### src/rtl/sc_io_hex_display.sv
// Scans the computer's three output ports round-robin, converts each low byte to
// BCD with a sequential double-dabble engine and drives two 7-segment digits per port.
module sc_io_hex_display #(
    parameter int CONV_BITS = 8,
    parameter int NUM_PORTS = 3
) (
    input  logic        clock,
    input  logic        reset,
    input  logic [31:0] out_port0,
    input  logic [31:0] out_port1,
    input  logic [31:0] out_port2,
    output logic [6:0]  hex0,
    output logic [6:0]  hex1,
    output logic [6:0]  hex2,
    output logic [6:0]  hex3,
    output logic [6:0]  hex4,
    output logic [6:0]  hex5,
    output logic [2:0]  ovf,
    output logic        disp_update,
    output logic [1:0]  cur_port
);

    localparam int CNT_W = (CONV_BITS > 1) ? $clog2(CONV_BITS) : 1;
    localparam logic [CNT_W-1:0] LAST_SHIFT = CNT_W'(CONV_BITS - 1);
    localparam logic [1:0] LAST_PORT = 2'(NUM_PORTS - 1);

    localparam logic [1:0] LOAD  = 2'd0;
    localparam logic [1:0] SHIFT = 2'd1;
    localparam logic [1:0] STORE = 2'd2;

    logic [1:0]           state;
    logic [CNT_W-1:0]     counter;
    logic [CONV_BITS-1:0] bin_reg;
    logic [11:0]          bcd_reg;
    logic [11:0]          bcd_adj;
    logic [CONV_BITS-1:0] port_sel;
    logic [6:0]           seg_tens;
    logic [6:0]           seg_ones;
    logic                 hundreds_nz;
    logic                 unused_upper;

    // Only the low byte of each port is shown; the rest is consumed here to keep lint quiet.
    assign unused_upper = ^{out_port0[31:CONV_BITS], out_port1[31:CONV_BITS], out_port2[31:CONV_BITS]};

    function automatic logic [6:0] seg(input logic [3:0] d);
        case (d)
            4'd0:    seg = 7'b1000000;
            4'd1:    seg = 7'b1111001;
            4'd2:    seg = 7'b0100100;
            4'd3:    seg = 7'b0110000;
            4'd4:    seg = 7'b0011001;
            4'd5:    seg = 7'b0010010;
            4'd6:    seg = 7'b0000010;
            4'd7:    seg = 7'b1111000;
            4'd8:    seg = 7'b0000000;
            4'd9:    seg = 7'b0010000;
            default: seg = 7'b1111111;
        endcase
    endfunction

    always_comb begin
        port_sel = out_port0[CONV_BITS-1:0];
        case (cur_port)
            2'd1:    port_sel = out_port1[CONV_BITS-1:0];
            2'd2:    port_sel = out_port2[CONV_BITS-1:0];
            default: port_sel = out_port0[CONV_BITS-1:0];
        endcase
    end

    // Add-3 correction applied to every BCD nibble before each shift.
    always_comb begin
        bcd_adj = bcd_reg;
        if (bcd_reg[3:0]  >= 4'd5) bcd_adj[3:0]  = bcd_reg[3:0]  + 4'd3;
        if (bcd_reg[7:4]  >= 4'd5) bcd_adj[7:4]  = bcd_reg[7:4]  + 4'd3;
        if (bcd_reg[11:8] >= 4'd5) bcd_adj[11:8] = bcd_reg[11:8] + 4'd3;
    end

    assign seg_tens    = seg(bcd_reg[7:4]);
    assign seg_ones    = seg(bcd_reg[3:0]);
    assign hundreds_nz = (bcd_reg[11:8] != 4'd0);

    always_ff @(posedge clock) begin
        if (reset) begin
            state       <= LOAD;
            cur_port    <= 2'd0;
            counter     <= '0;
            bin_reg     <= '0;
            bcd_reg     <= '0;
            hex0        <= 7'b1000000;
            hex1        <= 7'b1000000;
            hex2        <= 7'b1000000;
            hex3        <= 7'b1000000;
            hex4        <= 7'b1000000;
            hex5        <= 7'b1000000;
            ovf         <= 3'b000;
            disp_update <= 1'b0;
        end else begin
            disp_update <= 1'b0;
            case (state)
                LOAD: begin
                    bin_reg <= port_sel;
                    bcd_reg <= '0;
                    counter <= '0;
                    state   <= SHIFT;
                end
                SHIFT: begin
                    bcd_reg <= {bcd_adj[10:0], bin_reg[CONV_BITS-1]};
                    bin_reg <= {bin_reg[CONV_BITS-2:0], 1'b0};
                    counter <= counter + 1'b1;
                    // Pulse is timed so it is high during the STORE cycle, alongside cur_port.
                    if (counter == LAST_SHIFT) begin
                        state       <= STORE;
                        disp_update <= 1'b1;
                    end
                end
                STORE: begin
                    case (cur_port)
                        2'd0: begin
                            hex1   <= seg_tens;
                            hex0   <= seg_ones;
                            ovf[0] <= hundreds_nz;
                        end
                        2'd1: begin
                            hex3   <= seg_tens;
                            hex2   <= seg_ones;
                            ovf[1] <= hundreds_nz;
                        end
                        2'd2: begin
                            hex5   <= seg_tens;
                            hex4   <= seg_ones;
                            ovf[2] <= hundreds_nz;
                        end
                        default: ;
                    endcase
                    cur_port <= (cur_port == LAST_PORT) ? 2'd0 : cur_port + 2'd1;
                    state    <= LOAD;
                end
                default: state <= LOAD;
            endcase
        end
    end

endmodule

### config.mk
export PLATFORM = sky130hd
export DESIGN_NAME = sc_io_hex_display
export DESIGN_NICKNAME = d
export VERILOG_FILES = /design/src/rtl/sc_io_hex_display.sv
export SDC_FILE = /design/constraint.sdc
export NUM_CORES = 1
export LEC_CHECK = 0
export ABC_CLOCK_PERIOD_IN_PS = 2650
export CORE_MARGIN = 2
export CORE_UTILIZATION = 36
export DETAILED_ROUTE_END_ITERATION = 12
export PLACE_DENSITY = 0.74
export SYNTH_ARGS = -nofsm -noshare
export SYNTH_HDL_FRONTEND = slang
export SYNTH_SLANG_ARGS = --single-unit
### constraint.sdc
create_clock -name clock -period 2.65 [get_ports clock]
set_input_delay 0.265 -clock clock [delete_from_list [all_inputs] [get_ports clock]]
set_output_delay 0.265 -clock clock [all_outputs]
set_load 0.005 [all_outputs]
After elaboration in Yosys (flattened, before gate mapping)
Memory sizes are Yosys's and may differ from the RTL's. A register that Yosys moved wholly into a read port is not among the register bits.
Index checks and enable logic that the tools add are counted.
W data, S select, Z words.
Storage, ports and cells
  memories: 2
  register bits: 73
  memory bits (writable): 0
  word-level logic and storage cells: 55
  bits in latches: 0
  memory bits (read-only): 224
Cells by class
  mux-type cells: 15
  $add $sub $neg: 5
  magnitude comparators: 3
  divide/modulo/power cells: 0
  equality and inequality tests: 6
  reduce and logical (&&, ||, !) cells: 8
  bitwise logic cells: 1
  shift-type cells: 0
  multiply operators: 0
Memory list
  (name not given): depth 16, width 7, rd ports 1, clocked after Yosys merged registers in 1, wr ports 0, RTL line 46  | case (d)
  (name not given): depth 16, width 7, rd ports 1, clocked after Yosys merged registers in 1, wr ports 0, RTL line 46
Operators with widths (count)
  $pmux W8 S2: 2
  $mux W4: 6
  $pmux W12 S2: 1
  $ge A4 B3 Y1 const B: 3
  $add A4 B2 Y4 const B: 2
  $pmux W3 S2: 1
  $reduce_and A2 Y1: 3
  $eq A2 B1 Y1 const B: 2
  $eq A2 B2 Y1 const B: 2
  $logic_not A2 Y1: 2
  $mux W2: 2
  $pmux W2 S2: 1
  $reduce_bool A4 Y1: 1
  $add A3 B1 Y3 const B: 1
  $add A3 B2 Y3 const B: 1
  $eq A3 B3 Y1 const B: 1
  $mux W3: 1
  $add A2 B1 Y2 const B: 1
  $ne A2 B2 Y1 const B: 1
  $reduce_bool A2 Y1: 1
  $reduce_or A2 Y1: 1
  $mux W1: 1
  $not A1 Y1: 1

Logic depth before layout (Yosys ltp)
Gate-level depths: netlist of run 1.
  depth after elaboration: 5
  mapped depth: 11
  depth with buffers taken out: 11

Least setup slack after synthesis of run 1
Ideal clock, no wire load.
  path type: reg-to-reg
  start point: register bcd_reg[5]
  end point: register seg_tens[1] (netlist name)
  cell stages (with the launch flop): 10
  period minus slack after synthesis: 2247 ps
  arrival: 2177 ps
  path slack: 403 ps
  buffers on the path: 0
  required time: 2579 ps
  cell sequence: dfxtp_1 -> inv_1 -> ha_1 -> nand2b_1 -> a21o_1 -> xnor2_1 -> o31ai_1 -> ha_1 -> a211o_2 -> a21oi_1
Between the ends
  word-level cells in the longest chain between the ends: 5
  elaborated cells between the ends (all ways): 6
  classes of those cells: add/sub: 1; order compare: 1; mux: 4
Ends and longest elaborated chain
  start, declared: RTL line 34  | logic [11:0] bcd_reg;
  start signal, assigned: RTL line 107  | bcd_reg <= {bcd_adj[10:0], bin_reg[CONV_BITS-1]};
  $add A4 B2 Y4 or $ge A4 B3 Y1 (tied branches): RTL line 74  | if (bcd_reg[7:4] >= 4'd5) bcd_adj[7:4] = bcd_reg[7:4] + 4'd3;
  $mux W4: RTL line 74
  $pmux W12 S2: RTL line 99  | case (state)
  $mux W4 (no line) * (2 in series)
Mark *: on every way between the ends. The rest lies on a longest branch, timed or not.
A chain may end at the register's enable or synchronous reset.

Worst setup path in the final report of run 1
  start point: register bcd_reg[5]
  end point: register seg_tens[1] (netlist name)
Between the ends
  word-level cells in the longest chain between the ends: 5
  elaborated cells between the ends (all ways): 6
  classes of those cells: add/sub: 1; order compare: 1; mux: 4
Ends and longest elaborated chain (RTL line)
  $add A4 B2 Y4 or $ge A4 B3 Y1 (tied branches): 74
  $mux W4: 74
  $pmux W12 S2: 99
  $mux W4 (no line) * (2 in series)
Marks and branches as above.

==> flow_summary_export.csv, run 1 <==
group,metric,value,unit
die,boundaryPins,146,
placed_design,detailed_place.area,4802,um2
clocking,cts-root-buf,"sky130_fd_sc_hd__clkbuf_8",
yosys,yosys_synthesis_warning_count,0,
clocking,clock_path_buffers,2,
placed_design,detailedPlacementHpwl,6478,um
sta,worst_slew_margin_rel,49.01,%
power_and_ir_drop,power.leakage,1.847,nW
yosys,ys_types,51,
sta,timing.setup.tns,0,ns
drt,wl_per_cell,13.15,um
yosys,synth_async_sr_flop_share,0,%
die,die_width,109.1,um
drt,detailroute.via_count,3508,
cells_and_area,postLayoutCellArea,5031,um2
die,fp.dieArea,11910,um2
yosys,synth_flop_cell,"sky130_fd_sc_hd__dfxtp_1",
clocking,cts_buffers,9,
cells_and_area,final_layout_size_suffix_gt1_share,6.922,%
drt,total_length_of_routed_wires,9062,um
clocking,clock_pin_slew_of_the_registers_on_the_worst_case_setup_and_hold_paths,0.08,ns
hold_path,whs_path_depth,4,
critical_path,startpoint_type,"register",
yosys,postSynthAreaPerCell,8.206,um2
clocking,clkSinkCount,87,
cells_and_area,syn_to_final_growth,26.41,%
sta,timing_max_transition_violations_final,0,
yosys,synth_commonest_cells,"sky130_fd_sc_hd__nand2_1 (104), sky130_fd_sc_hd__dfxtp_1 (87), sky130_fd_sc_hd__a21oi_1 (68), sky130_fd_sc_hd__nor2_1 (41), sky130_fd_sc_hd__ha_1 (24)",
critical_path,setup.worst_path.end_class,"register",
sta,finalSetupViolCount,0,
clocking,worst_skew_pair.late_latency,0.36,ns
power_and_ir_drop,power.density,491.7,nW/um2
yosys,share_of_the_synthesized_area_in_the_top_cell_type,43.76,%
yosys,post_synth_inst_count,485,
grt,grt.total_usage,15.76,%
yosys,synth_most_common_cell,"sky130_fd_sc_hd__nand2_1",
die,initial_core_util,36.88,%
cells_and_area,largest_register_ffs,12,
drt,number_of_vias_per_cell,5.091,
yosys,ranking_of_synthesized_cells_by_area,"sky130_fd_sc_hd__dfxtp_1 (44%), sky130_fd_sc_hd__nand2_1 (9.8%), sky130_fd_sc_hd__a21oi_1 (8.6%)",
sta,rsz0062_at_grt,"no",
power_and_ir_drop,power_frac_clock,41.8,%
yosys,netlist.top_cell.by_area,"sky130_fd_sc_hd__dfxtp_1",
clocking,htree_num_levels,3,
run,drv_cap,0,
power_and_ir_drop,power.combinational.fraction,4.6,%
grt,globalRouteOverflowTotal,0,
grt,pin_count_of_the_biggest_net_entering_global_routing,51,
cells_and_area,antenna-diode-count,0,
power_and_ir_drop,netSwitchingPower,0.5586,mW
grt,first_global_vias,3309,
placed_design,port_buffers,73,
sta,finalCriticalPeriod,2.427,ns
clocking,post-cts-setup-buffer-count,0,
cells_and_area,nets,666,
critical_path,cp_data_arrival_time,2.71,ns
critical_path,critPathRequiredTime,2.93,ns
die,core-area,10790,um2
yosys,mappedNetlistArea,3980,um2
placed_design,place_congestion,0.8453,
clocking,number_of_gates_resized_after_cts,0,
clocking,cts-hold-fix-buffers,0,
run_status,outcome,"complete, no violations",
yosys,synth_seq_cells,87,
grt,antenna_found_initial,0,
yosys,sequential_cell_area_fraction_in_the_yosys_report,43.76,%
grt,grt_pass1_wl,15080,um
power_and_ir_drop,part_of_the_power_in_registers,53.6,%
yosys,synth.net_count,607,
hold_path,min-delay-path-class,"in2reg",
sta,timing.final.hold_violations,0,
clocking,cts_tree,"yes",
die,chipHeight,109.1,um
drt,drt_iter0_markers,317,
die,rows,38,
critical_path,timing.setup.critical_path_class,"reg2reg",
critical_path,number_of_cells_traversed_by_the_worst_register_to_register_path,10,
power_and_ir_drop,ir_worst_vdd,236.2,uV
drt,drtPass1Iterations,4,
yosys,synth_enable_flop_cells,0,
drt,route.detailed.drc,0,
sta,worst_clock_skew,0.009909,ns
power_and_ir_drop,internal_power,1.915,mW
power_and_ir_drop,p_sw_share,22.58,%
drt,antenna_left,0,
critical_path,worstPathMaxFanout,5,
sta,period_share,91.57,%
sta,fmax,412.1,MHz
sta,worst_slew_pin_slew,0.7649,ns
layout by cell type, fill, tap and decap left out, types with 3 or more instances in the layout:
| cell type | instances |
|---|---|
| sky130_fd_sc_hd__ha_1 | 24 |
| sky130_fd_sc_hd__nand3_1 | 7 |
| sky130_fd_sc_hd__nor2_1 | 41 |
| sky130_fd_sc_hd__dfxtp_1 | 85 |
| sky130_fd_sc_hd__a211o_1 | 9 |
| sky130_fd_sc_hd__a22oi_1 | 13 |
| sky130_fd_sc_hd__a221oi_1 | 4 |
| sky130_fd_sc_hd__and2_1 | 5 |
| sky130_fd_sc_hd__xnor2_1 | 4 |
| sky130_fd_sc_hd__and3_1 | 3 |
| sky130_fd_sc_hd__a2111oi_0 | 3 |
| sky130_fd_sc_hd__a211oi_1 | 10 |
| sky130_fd_sc_hd__o21ai_0 | 3 |
| sky130_fd_sc_hd__inv_1 | 17 |
| sky130_fd_sc_hd__clkdlybuf4s50_1 | 72 |
| sky130_fd_sc_hd__clkbuf_8 | 9 |
| sky130_fd_sc_hd__a21oi_1 | 68 |
| sky130_fd_sc_hd__nand4_1 | 5 |
| sky130_fd_sc_hd__a21o_1 | 3 |
| sky130_fd_sc_hd__buf_4 | 9 |
| sky130_fd_sc_hd__nand2b_1 | 5 |
| sky130_fd_sc_hd__nand2_1 | 104 |
per-stage QoR:
step	hold slack (ns)	util (%)	std cells	setup slack, ns	power, mW
floorplan	0.4453	-	485	0.4028	1.416
global placement	0.4430	44.49	673	0.2897	1.467
detailed placement	0.4459	44.49	673	0.1897	1.470
CTS	0.2882	46.59	689	0.1608	2.492
global route	0.3303	46.61	689	0.05696	2.561
finish	0.3065	46.61	689	0.2234	2.474
routing by layer:
metal	track usage (%)	vias up	wire length [um]
met1	19.68	1634	4191
met4	7.051	0	127
met5	0	-	0
met3	3.108	10	358
met2	26.18	77	4385
li1	-	1787	-
worst max-delay path, cell delays in order (launching register included):
cell and delay, ns:
sky130_fd_sc_hd__dfxtp_1 0.42, sky130_fd_sc_hd__inv_1 0.09, sky130_fd_sc_hd__ha_1 0.17, sky130_fd_sc_hd__nand2b_1 0.17
sky130_fd_sc_hd__a21o_1 0.25, sky130_fd_sc_hd__xnor2_1 0.16, sky130_fd_sc_hd__o31ai_1 0.23, sky130_fd_sc_hd__buf_4 0.18
sky130_fd_sc_hd__ha_1 0.24, sky130_fd_sc_hd__a211o_2 0.32, sky130_fd_sc_hd__a21oi_1 0.12
path summary, 6_finish.rpt:
check	from	end	slack [ns]
max	bcd_reg[5]	seg_tens[1]	0.22
min	reset	bcd_reg[5]	0.31
max reg2reg	bcd_reg[5]	seg_tens[1]	0.22
min reg2reg	hex3[4]	hex3[4]	0.46
power by group through the flow:
stage	Combinational (mW)	Clock [mW]	Sequential (mW)
global placement	0.111	0	1.36
global route	0.126	1.11	1.33
CTS	0.115	1.05	1.33
detailed placement	0.114	0	1.36
floorplan	0.0623	0	1.35
finish	0.114	1.03	1.33
final cells by class:
| cell class | instances | area [um2] |
|---|---|---|
| Fill cell | 1009 | 5762 |
| Multi-Input combinational cell | 347 | 2028 |
| Sequential cell | 87 | 1744 |
| Timing Repair Buffer | 82 | 793.3 |
| Tap cell | 140 | 175.2 |
| Clock buffer | 9 | 123.9 |
| Clock inverter | 7 | 102.6 |
| Inverter | 17 | 63.81 |
cell families after synthesis:
| kind of cell | count (synthesis) | synth area share (%) |
|---|---|---|
| compound gates | 136 | 22.57 |
| xor+xnor | 4 | 0.8801 |
| fa+ha+maj | 24 | 7.545 |
| buf+inv | 51 | 5.281 |
| flops | 87 | 43.76 |
| mux | 1 | 0.2515 |
| simple gates | 182 | 19.71 |
(Power assumes the default switching activity.)
==> run 2, diff against run 1 <==
- CORE_ASPECT_RATIO: default -> 1.5
==> run 2 against run 1 <==
Net effect: critical path depth increased by 1; highest routed layer unchanged; critical path type unchanged; routed wire length grew 4.1%; utilization rose by 0.34 points.
==> flow_summary_export.csv, run 2 (synthesis results as in run 1) <==
group,metric,value,unit
clocking,worst_skew_pair.late_latency,0.35,ns
sta,fmax,406.0,MHz
hold_path,min-delay-path-class,"in2reg",
drt,total_length_of_routed_wires,9430,um
power_and_ir_drop,power.combinational.fraction,4.1,%
power_and_ir_drop,p_sw_share,22.27,%
die,fp.dieArea,11930,um2
drt,drt_iter0_markers,186,
power_and_ir_drop,netSwitchingPower,0.6149,mW
critical_path,critical_path.cell_chain,"inv_1, ha_1, nand2b_1, a21o_1, xnor2_1, nand2_1, a21o_1, ha_1, nor2_1, a211oi_1, a311oi_1",
power_and_ir_drop,power.density,540.4,nW/um2
sta,worst_slew_pin_slew,0.6253,ns
grt,globalRouteOverflowTotal,0,
clocking,cts-root-buf,"sky130_fd_sc_hd__clkbuf_16",
sta,rsz0062_at_grt,"no",
die,chipHeight,132.8,um
die,core-area,10880,um2
placed_design,port_buffers,73,
drt,detailroute.via_count,3538,
cells_and_area,commonest_non_fill_non_tap_cell_in_the_layout,"sky130_fd_sc_hd__nand2_1",
power_and_ir_drop,part_of_the_power_in_registers,48.1,%
die,die_width,89.85,um
critical_path,worst_r2r_startpoint,"bcd_reg[1]",
sta,period_share,92.94,%
cells_and_area,syn_to_final_growth,28.36,%
critical_path,endpoint,"seg_ones[4]",
sta,timing.setup.tns,0,ns
grt,gr_peak_layer,"met2",
sta,worst_clock_skew,0.007151,ns
critical_path,cp_data_arrival_time,2.71,ns
clocking,cts_buffers,9,
power_and_ir_drop,report.power.total,2.761,mW
placed_design,dpl.cell_count,678,
placed_design,detailedPlacementHpwl,6812,um
cells_and_area,antenna-diode-count,0,
sta,finalCriticalPeriod,2.463,ns
die,initial_core_util,36.58,%
sta,setup_ws,0.1870,ns
drt,number_of_vias_per_cell,5.098,
cells_and_area,mostFrequentLayoutCells,"sky130_fd_sc_hd__nand2_1 (104), sky130_fd_sc_hd__dfxtp_1 (87), sky130_fd_sc_hd__clkdlybuf4s50_1 (72)",
sta,timing.final.hold_violations,0,
grt,antenna_found_initial,0,
sta,timing_max_transition_violations_final,0,
placed_design,dpl_worst_slack,0.2317,ns
grt,grt.total_usage,16.12,%
grt,grt_pass1_wl,15810,um
cells_and_area,largest_register_ffs,12,
critical_path,critPathSlowestCell,"sky130_fd_sc_hd__dfxtp_1",
cells_and_area,postLayoutCellArea,5109,um2
die,boundaryPins,146,
drt,wl_per_cell,13.59,um
cells_and_area,multi_input_comb_area,2028,um2
power_and_ir_drop,power.leakage,1.878,nW
cells_and_area,area.sequential,1742,um2
sta,worst_slew_margin_rel,58.32,%
power_and_ir_drop,internal_power,2.146,mW
clocking,number_of_gates_resized_after_cts,0,
critical_path,number_of_cells_traversed_by_the_worst_register_to_register_path,11,
cells_and_area,nets,664,
run,drv_cap,0,
placed_design,place_congestion,0.8479,
critical_path,slowest_delay,0.44,ns
grt,grt.met3_usage,3.872,%
power_and_ir_drop,ir_worst_vdd,301.7,uV
critical_path,worstPathMaxFanout,6,
grt,groute.layer.met2.usage,30.85,%
drt,antenna_left,0,
clocking,htree_num_levels,3,
critical_path,reg2reg_to,"seg_ones[4]",
run_status,outcome,"complete, no violations",
clocking,clock_pin_slew_of_the_registers_on_the_worst_case_setup_and_hold_paths,0.07,ns
critical_path,cp-startpoint,"bcd_reg[1]",
drt,drtPass1Iterations,4,
grt,globalRouteMet1Util,16.37,%
grt,pin_count_of_the_biggest_net_entering_global_routing,52,
cells_and_area,fin_cells,694,
die,rows,47,
critical_path,setup.worst_path.end_class,"register",
critical_path,startpoint_type,"register",
placed_design,detailed_place.area,4796,um2
critical_path,reg2reg_setup_slack,0.19,ns
clocking,cts_tree,"yes",
clocking,clock_path_buffers,2,
clocking,cts-hold-fix-buffers,0,
drt,route.detailed.drc,0,
cells_and_area,layout.filler_cells,1012,
clocking,clkSinkCount,87,
clocking,post-cts-setup-buffer-count,0,
sta,finalSetupViolCount,0,
power_and_ir_drop,power_frac_clock,47.8,%
grt,first_global_vias,3438,
critical_path,timing.setup.critical_path_class,"reg2reg",
critical_path,critPathRequiredTime,2.90,ns
cells_and_area,final_layout_size_suffix_gt1_share,6.216,%
-- run 2: through the flow --
| step | utilization (%) | hold slack, ns |
|---|---|---|
| 4_1_cts | 46.96 | 0.3845 |
| 3_3_place_gp | 44.08 | 0.4443 |
| 2_1_floorplan | - | 0.4453 |
| 3_5_place_dp | 44.08 | 0.4459 |
| 5_1_grt | 46.96 | 0.4219 |
| 6_report | 46.96 | 0.3834 |
-- run 2: power groups by stage --
stage | Sequential, mW | Clock [mW] | Combinational [mW]
6_report | 1.33 | 1.32 | 0.113
5_1_grt | 1.33 | 1.40 | 0.125
4_1_cts | 1.33 | 1.34 | 0.113
3_5_place_dp | 1.36 | 0 | 0.113
3_3_place_gp | 1.36 | 0 | 0.111
2_1_floorplan | 1.35 | 0 | 0.0623
-- run 2: worst min path at each step --
stage          depth (start not counted)        start  slack [ns]    endpoint
2_1_floorplan                          2  seg_ones[0]        0.45     hex0[0]
3_3_place_gp                           2      hex4[4]        0.44     hex4[4]
3_5_place_dp                           2      hex1[4]        0.45     hex1[4]
4_1_cts                                2        reset        0.38  bcd_reg[0]
5_1_grt                                2        reset        0.42     hex4[1]
6_report                               2        reset        0.38  bcd_reg[0]
-- run 2: worst max-delay path: cells and delay by family (launching register included) --
| family | cells | cell delay [ns] |
|---|---|---|
| simple gates | 3 | 0.42 |
| xor+xnor | 1 | 0.14 |
| flops | 1 | 0.44 |
| fa+ha+maj | 2 | 0.41 |
| compound gates | 4 | 0.82 |
| buf+inv | 1 | 0.13 |
-- run 2: layout make-up --
class | instances | area share, %
clock buffer | 10 | 4.678
timing repair buffer | 80 | 15.23
multi-input combinational | 347 | 39.70
inverter | 17 | 1.249
tap | 147 | 3.600
clock inverter | 6 | 1.445
sequential | 87 | 34.09
-- run 2: layer usage --
layer,vias up,wire length [um]
li1,1785,-
met1,1682,3829
met2,58,5126
met3,13,287
met4,0,187
met5,-,0
==> run 3, diff against run 2 <==
- ABC_CLOCK_PERIOD_IN_PS: 2650 -> default
==> results of run 3 <==
The final DEF is identical to that of run 2; final timing and power are the same.
